`config.mk`:
```
export PLATFORM = sky130hd
export DESIGN_NAME = apb_ral_arbiter
export DESIGN_NICKNAME = d
export VERILOG_FILES = /design/src/rtl/apb_ral_pkg.sv /design/src/rtl/apb_ral_arbiter_rr_arbiter.sv /design/src/rtl/apb_ral_arbiter.sv
export SDC_FILE = /design/constraint.sdc
export NUM_CORES = 1
export LEC_CHECK = 0
export ABC_AREA = 1
export ABC_CLOCK_PERIOD_IN_PS = 4700
export CAP_MARGIN = 30
export CORE_AREA = 2 2 156 158
export CTS_BUF_LIST = sky130_fd_sc_hd__clkbuf_2
export DETAILED_ROUTE_END_ITERATION = 10
export DIE_AREA = 0 0 158 160
export PLACE_DENSITY = 0.76
export SETUP_SLACK_MARGIN = 0.2
export SLEW_MARGIN = 20
export SYNTH_ARGS = -nofsm -noshare
export SYNTH_HDL_FRONTEND = slang
export SYNTH_SLANG_ARGS = --single-unit
```
`constraint.sdc`:
```
create_clock -name pclk -period 4.7 [get_ports pclk]
set_input_delay 1.175 -clock pclk [delete_from_list [all_inputs] [get_ports pclk]]
set_output_delay 1.175 -clock pclk [all_outputs]
set_load 0.02 [all_outputs]
```
`src/rtl/apb_ral_pkg.sv`:
```
// Shared constants for the apb_ral register slave and its arbiter.
// FSM encodings plus the slave's register map.
package apb_ral_pkg;

  typedef logic [2:0] state_t;

  localparam state_t ST_IDLE     = 3'd0;
  localparam state_t ST_SETUP    = 3'd1;
  localparam state_t ST_ACCESS   = 3'd2;
  localparam state_t ST_RDWAIT   = 3'd3;
  localparam state_t ST_COMPLETE = 3'd4;

  localparam logic [31:0] ADDR_CNTRL = 32'h0;
  localparam logic [31:0] ADDR_REG1  = 32'h4;
  localparam logic [31:0] ADDR_REG2  = 32'h8;
  localparam logic [31:0] ADDR_REG3  = 32'hC;
  localparam logic [31:0] ADDR_REG4  = 32'h10;

  localparam int CNTRL_W = 4;

endpackage

```
`src/rtl/apb_ral_arbiter_rr_arbiter.sv`:
```
// Combinational round-robin pick: first set req bit at or after ptr.
// Ports: req, ptr in; one-hot grant and its index out.
module rr_arbiter #(
  parameter int NUM_REQ = 4
) (
  input  logic [NUM_REQ-1:0]         req,
  input  logic [$clog2(NUM_REQ)-1:0] ptr,
  output logic [NUM_REQ-1:0]         grant,
  output logic [$clog2(NUM_REQ)-1:0] idx
);

  localparam int PW = $clog2(NUM_REQ);
  localparam int SW = PW + 1;

  logic [SW-1:0] sum;
  logic          found;

  always_comb begin
    grant = '0;
    idx   = '0;
    found = 1'b0;
    sum   = '0;
    for (int k = 0; k < NUM_REQ; k++) begin
      sum = {1'b0, ptr} + SW'(k);
      if (sum >= SW'(NUM_REQ))
        sum = sum - SW'(NUM_REQ);
      if (!found && req[sum[PW-1:0]]) begin
        found              = 1'b1;
        grant[sum[PW-1:0]] = 1'b1;
        idx                = sum[PW-1:0];
      end
    end
  end

endmodule

```
`src/rtl/apb_ral_arbiter.sv`:
```
// APB master sharing apb_ral among NUM_REQ requesters, round-robin.
// Ports: req/req_* in, done/rdata/busy out, APB master bus to slave.
module apb_ral_arbiter
  import apb_ral_pkg::*;
#(
  parameter int NUM_REQ = 4,
  parameter int ADDR_W  = 32,
  parameter int DATA_W  = 32
) (
  input  logic                      pclk,
  input  logic                      presetn,
  input  logic [NUM_REQ-1:0]        req,
  input  logic [NUM_REQ-1:0]        req_write,
  input  logic [NUM_REQ*ADDR_W-1:0] req_addr,
  input  logic [NUM_REQ*DATA_W-1:0] req_wdata,
  output logic [NUM_REQ-1:0]        done,
  output logic [DATA_W-1:0]         rdata,
  output logic                      busy,
  output logic                      psel,
  output logic                      penable,
  output logic                      pwrite,
  output logic [ADDR_W-1:0]         paddr,
  output logic [DATA_W-1:0]         pwdata,
  input  logic [DATA_W-1:0]         prdata
);

  localparam int PW = $clog2(NUM_REQ);

  state_t               state;
  logic [PW-1:0]        ptr;
  logic [PW-1:0]        win;
  logic [NUM_REQ-1:0]   win_oh;
  logic [NUM_REQ-1:0]   gnt;
  logic [PW-1:0]        gidx;

  rr_arbiter #(
    .NUM_REQ(NUM_REQ)
  ) u_arb (
    .req  (req),
    .ptr  (ptr),
    .grant(gnt),
    .idx  (gidx)
  );

  always_ff @(posedge pclk or negedge presetn) begin
    if (!presetn) begin
      state   <= ST_IDLE;
      ptr     <= '0;
      win     <= '0;
      win_oh  <= '0;
      done    <= '0;
      rdata   <= '0;
      busy    <= 1'b0;
      psel    <= 1'b0;
      penable <= 1'b0;
      pwrite  <= 1'b0;
      paddr   <= '0;
      pwdata  <= '0;
    end else begin
      unique case (state)
        ST_IDLE: begin
          if (|req) begin
            state  <= ST_SETUP;
            busy   <= 1'b1;
            psel   <= 1'b1;
            win    <= gidx;
            win_oh <= gnt;
            pwrite <= req_write[gidx];
            paddr  <= req_addr[int'(gidx)*ADDR_W +: ADDR_W];
            pwdata <= req_wdata[int'(gidx)*DATA_W +: DATA_W];
          end
        end
        ST_SETUP: begin
          state   <= ST_ACCESS;
          penable <= 1'b1;
        end
        ST_ACCESS: begin
          psel    <= 1'b0;
          penable <= 1'b0;
          // Slave has no pready: write is committed now, read data
          // appears on prdata one cycle later.
          if (pwrite) begin
            state <= ST_COMPLETE;
            done  <= win_oh;
          end else begin
            state <= ST_RDWAIT;
          end
        end
        ST_RDWAIT: begin
          state <= ST_COMPLETE;
          rdata <= prdata;
          done  <= win_oh;
        end
        ST_COMPLETE: begin
          state <= ST_IDLE;
          done  <= '0;
          busy  <= 1'b0;
          if (win == PW'(NUM_REQ - 1))
            ptr <= '0;
          else
            ptr <= win + PW'(1);
        end
        default: begin
          state   <= ST_IDLE;
          done    <= '0;
          busy    <= 1'b0;
          psel    <= 1'b0;
          penable <= 1'b0;
        end
      endcase
    end
  end

endmodule

```
==> flow_summary_export.csv <==
group,metric,value,unit
clock_tree,holdBufCountCts,0,
place,dp_cells,1834,
logic_synthesis,synth_fp_nets,1464,
power_and_ir_drop,ir_drop,0.450,mV
layout,drive_gt1_frac,0.0648,
power_and_ir_drop,pwr_density_cell,719,mW/mm²
logic_synthesis,synthCells,1160,
logic_synthesis,synth-main-ff-cell,"dfrtp_1",
global_routing,met1_usage,0.262,
timing,final_min_period_over_clock_period,0.752,
layout,area_growth_syn_to_layout,57.1,%
floorplan,fp.dieW,158,µm
drt,final_antenna_net_count,0,
outcome,status,"finished clean",
place,routabilityCongestion,0.909,
logic_synthesis,yosysWarnings,0,
drt,drt_iter0_drc,437,
layout,fillCellCount,2332,
setup_path,required,5290,ps
setup_path,crit_path_end_kind,"register",
drt,first_pass_iters,5,
power_and_ir_drop,power.switching,0.00460,W
layout,final_core_util,0.511,
clock_tree,numCtsBuffers,17,
global_routing,grt_max_degree,79,
timing,tns,0,ps
timing,tightest_slew,836,ps
clock_tree,clock_latency,670,ps
clock_tree,cts_tree,"yes",
global_routing,busiest_layer,"met2",
power_and_ir_drop,power.leakage,6.23,nW
timing,slew-limit-headroom,0.443,
floorplan,initial_core_util,0.325,
drt,vias_per_cell,4.63,
setup_path,crit_fanout,54,
clock_tree,clockRootBuffer,"clkbuf_2",
global_routing,grt_overflow,0,
global_routing,grt_use_total,0.214,
floorplan,coreArea,0.0238,mm²
timing,period_needed,3540,ps
drt,wirelength,27200,µm
timing,fin_skew,37.7,ps
min_path,hold_path_class,"in -> async",
logic_synthesis,ys_types,30,
layout,mostFrequentLayoutCells,"nand2_1, clkdlybuf4s50_1, nand3_1",
power_and_ir_drop,combPwrFrac,0.707,
power_and_ir_drop,swShare,0.525,
logic_synthesis,synth_area,0.00775,mm²
logic_synthesis,synth_top_area_share,0.371,
timing,setup_viol,0,
clock_tree,cts_setup_buffers,0,
logic_synthesis,ys_top_cells_by_area,"dfrtp_1, nand2_1, nand3_1, inv_1, mux2_2",
logic_synthesis,async_reset_ff_frac,1.00,
global_routing,grt_pass1_vias,8201,
logic_synthesis,ys_ff_latch,115,
clock_tree,cts_buffer_depth,2,
drt,route.detailed.drc,0,
setup_path,path_class,"reg -> reg",
drt,wl_per_cell,14.6,µm
run,max_cap_violations,0,
global_routing,antenna_found_initial,1,
timing,rsz0062_at_grt,"false",
global_routing,grt_util_met2,0.368,
floorplan,rows,57,
logic_synthesis,synth_edf_count,0,
clock_tree,htreeDepth,4,
drt,vias,8647,
floorplan,dieArea,0.0253,mm²
power_and_ir_drop,power.internal,0.00415,W
power_and_ir_drop,power,0.00875,W
global_routing,grtUsageMet3,0.0374,
place,dp_hpwl,20100,µm
timing,max_freq,0.283,GHz
floorplan,io_pins,402,
layout,fin_cells,1868,
timing,finalHoldViolCount,0,
floorplan,die_h,160,µm
layout,final_common_cell,"nand2_1",
power_and_ir_drop,clkPwrFrac,0.087,
setup_path,worstPathArrival,4130,ps
power_and_ir_drop,pwr-share-seq,0.206,
clock_tree,cts_num_sinks,115,
timing,slew_viol_final,0,
place,io_buffers,401,
layout,finalNetCount,1834,
logic_synthesis,synth-seq-area-share,0.371,
logic_synthesis,synth_top_area_cell,"dfrtp_1",
logic_synthesis,syn_area_per_cell,6.68,µm²
setup_path,startpoint_type,"register",
timing,whs,457,ps
global_routing,grt_pass1_wl,42600,µm
clock_tree,cts_resized,0,
clock_tree,clkSlewWorstSetupHoldPaths,220,ps
==> cells in the mapped netlist, types with 2 or more instances <==
master and count:
nand2_2 4, buf_2 24, ha_1 6, nor2_2 2, buf_4 10, nor2_4 4, or2_1 26, a21oi_1 4
mux2_2 32, nor2_1 15, buf_1 3, inv_2 3, nand2_4 4, buf_6 12, o21ai_0 10, nand3_2 2
nand3_1 218, a41oi_1 4, nand2_1 439, inv_1 201, clkbuf_1 14, dfrtp_1 115
==> final timing paths <==
check | startpoint | to | slack [ps] | depth (start not counted)
worst max-delay path | ptr[0] | paddr[17] | 1160 | 14
worst min-delay path | presetn | paddr[16] | 460 | 1
worst max register to register | ptr[0] | paddr[17] | 1160 | 14
worst min register to register | pwdata[2] | pwdata[2] | 510 | 2
max in group asynchronous | presetn | paddr[21] | 3310 | 3
min in group pclk | pwdata[2] | pwdata[2] | 510 | 2
==> metrics by stage <==
stage	instance area, µm²	setup slack (ps)
6_report	12200	1160
5_1_grt	12200	809
4_1_cts	12200	1200
3_5_place_dp	11900	829
3_3_place_gp	11900	884
2_1_floorplan	7750	2120
==> registers in the layout, summed over array words and instances, names as in the netlist <==
signal   cells
done         4
paddr       32
win_oh       4
pwrite       1
penable      1
busy         1
state        3
pwdata      32
rdata       32
psel         1
ptr          2
win          2
==> per-layer routing <==
layer | vias to the layer above | part of all wire
met3 | 56 | 0.074
met1 | 3930 | 0.40
met2 | 385 | 0.49
met5 | - | 0
li1 | 4276 | -
met4 | 0 | 0.036
==> layout make-up <==
cell class / instances / area, µm² / share of cell area
Sequential cell: 115 / 2880 / 0.236
Clock inverter: 15 / 183 / 0.0150
Multi-Input combinational cell: 777 / 3710 / 0.304
Inverter: 205 / 772 / 0.0634
Tap cell: 324 / 405 / 0.0333
Clock buffer: 17 / 85.1 / 0.00699
Antenna cell: 1 / 2.50 / 0.000205
Timing Repair Buffer: 414 / 4150 / 0.340
==> worst max-delay path, stage by stage (launching register included) <==
cell and delay (ps):
dfrtp_1 730, inv_2 220, ha_1 460, inv_1 120, nand3_1 90, nand2_1 150
nor2_4 200, nor2_2 60, nand2_4 190, nand2_4 350, inv_2 520, nand2_1 120
nand2_1 80, nand2_1 40, nand3_1 90
==> power groups by stage <==
stage / Clock [W] / Combinational [W] / Sequential (W)
after floorplan: 0 / 0.00378 / 0.00231
after global placement: 0 / 0.00614 / 0.00180
after detailed placement: 0 / 0.00623 / 0.00182
after CTS: 0.000802 / 0.00624 / 0.00180
after global routing: 0.000842 / 0.00687 / 0.00187
final: 0.000763 / 0.00619 / 0.00180
==> cells by family after synthesis <==
family,share of synthesized area
AND/OR/NAND/NOR,0.406
buffers and inverters,0.150
flip-flops,0.371
multiplexers,0.0465
AO/OA/AOI/OAI,0.0165
adder cells (fa/ha/maj),0.00969
Power figures use the tool's default switching activity.
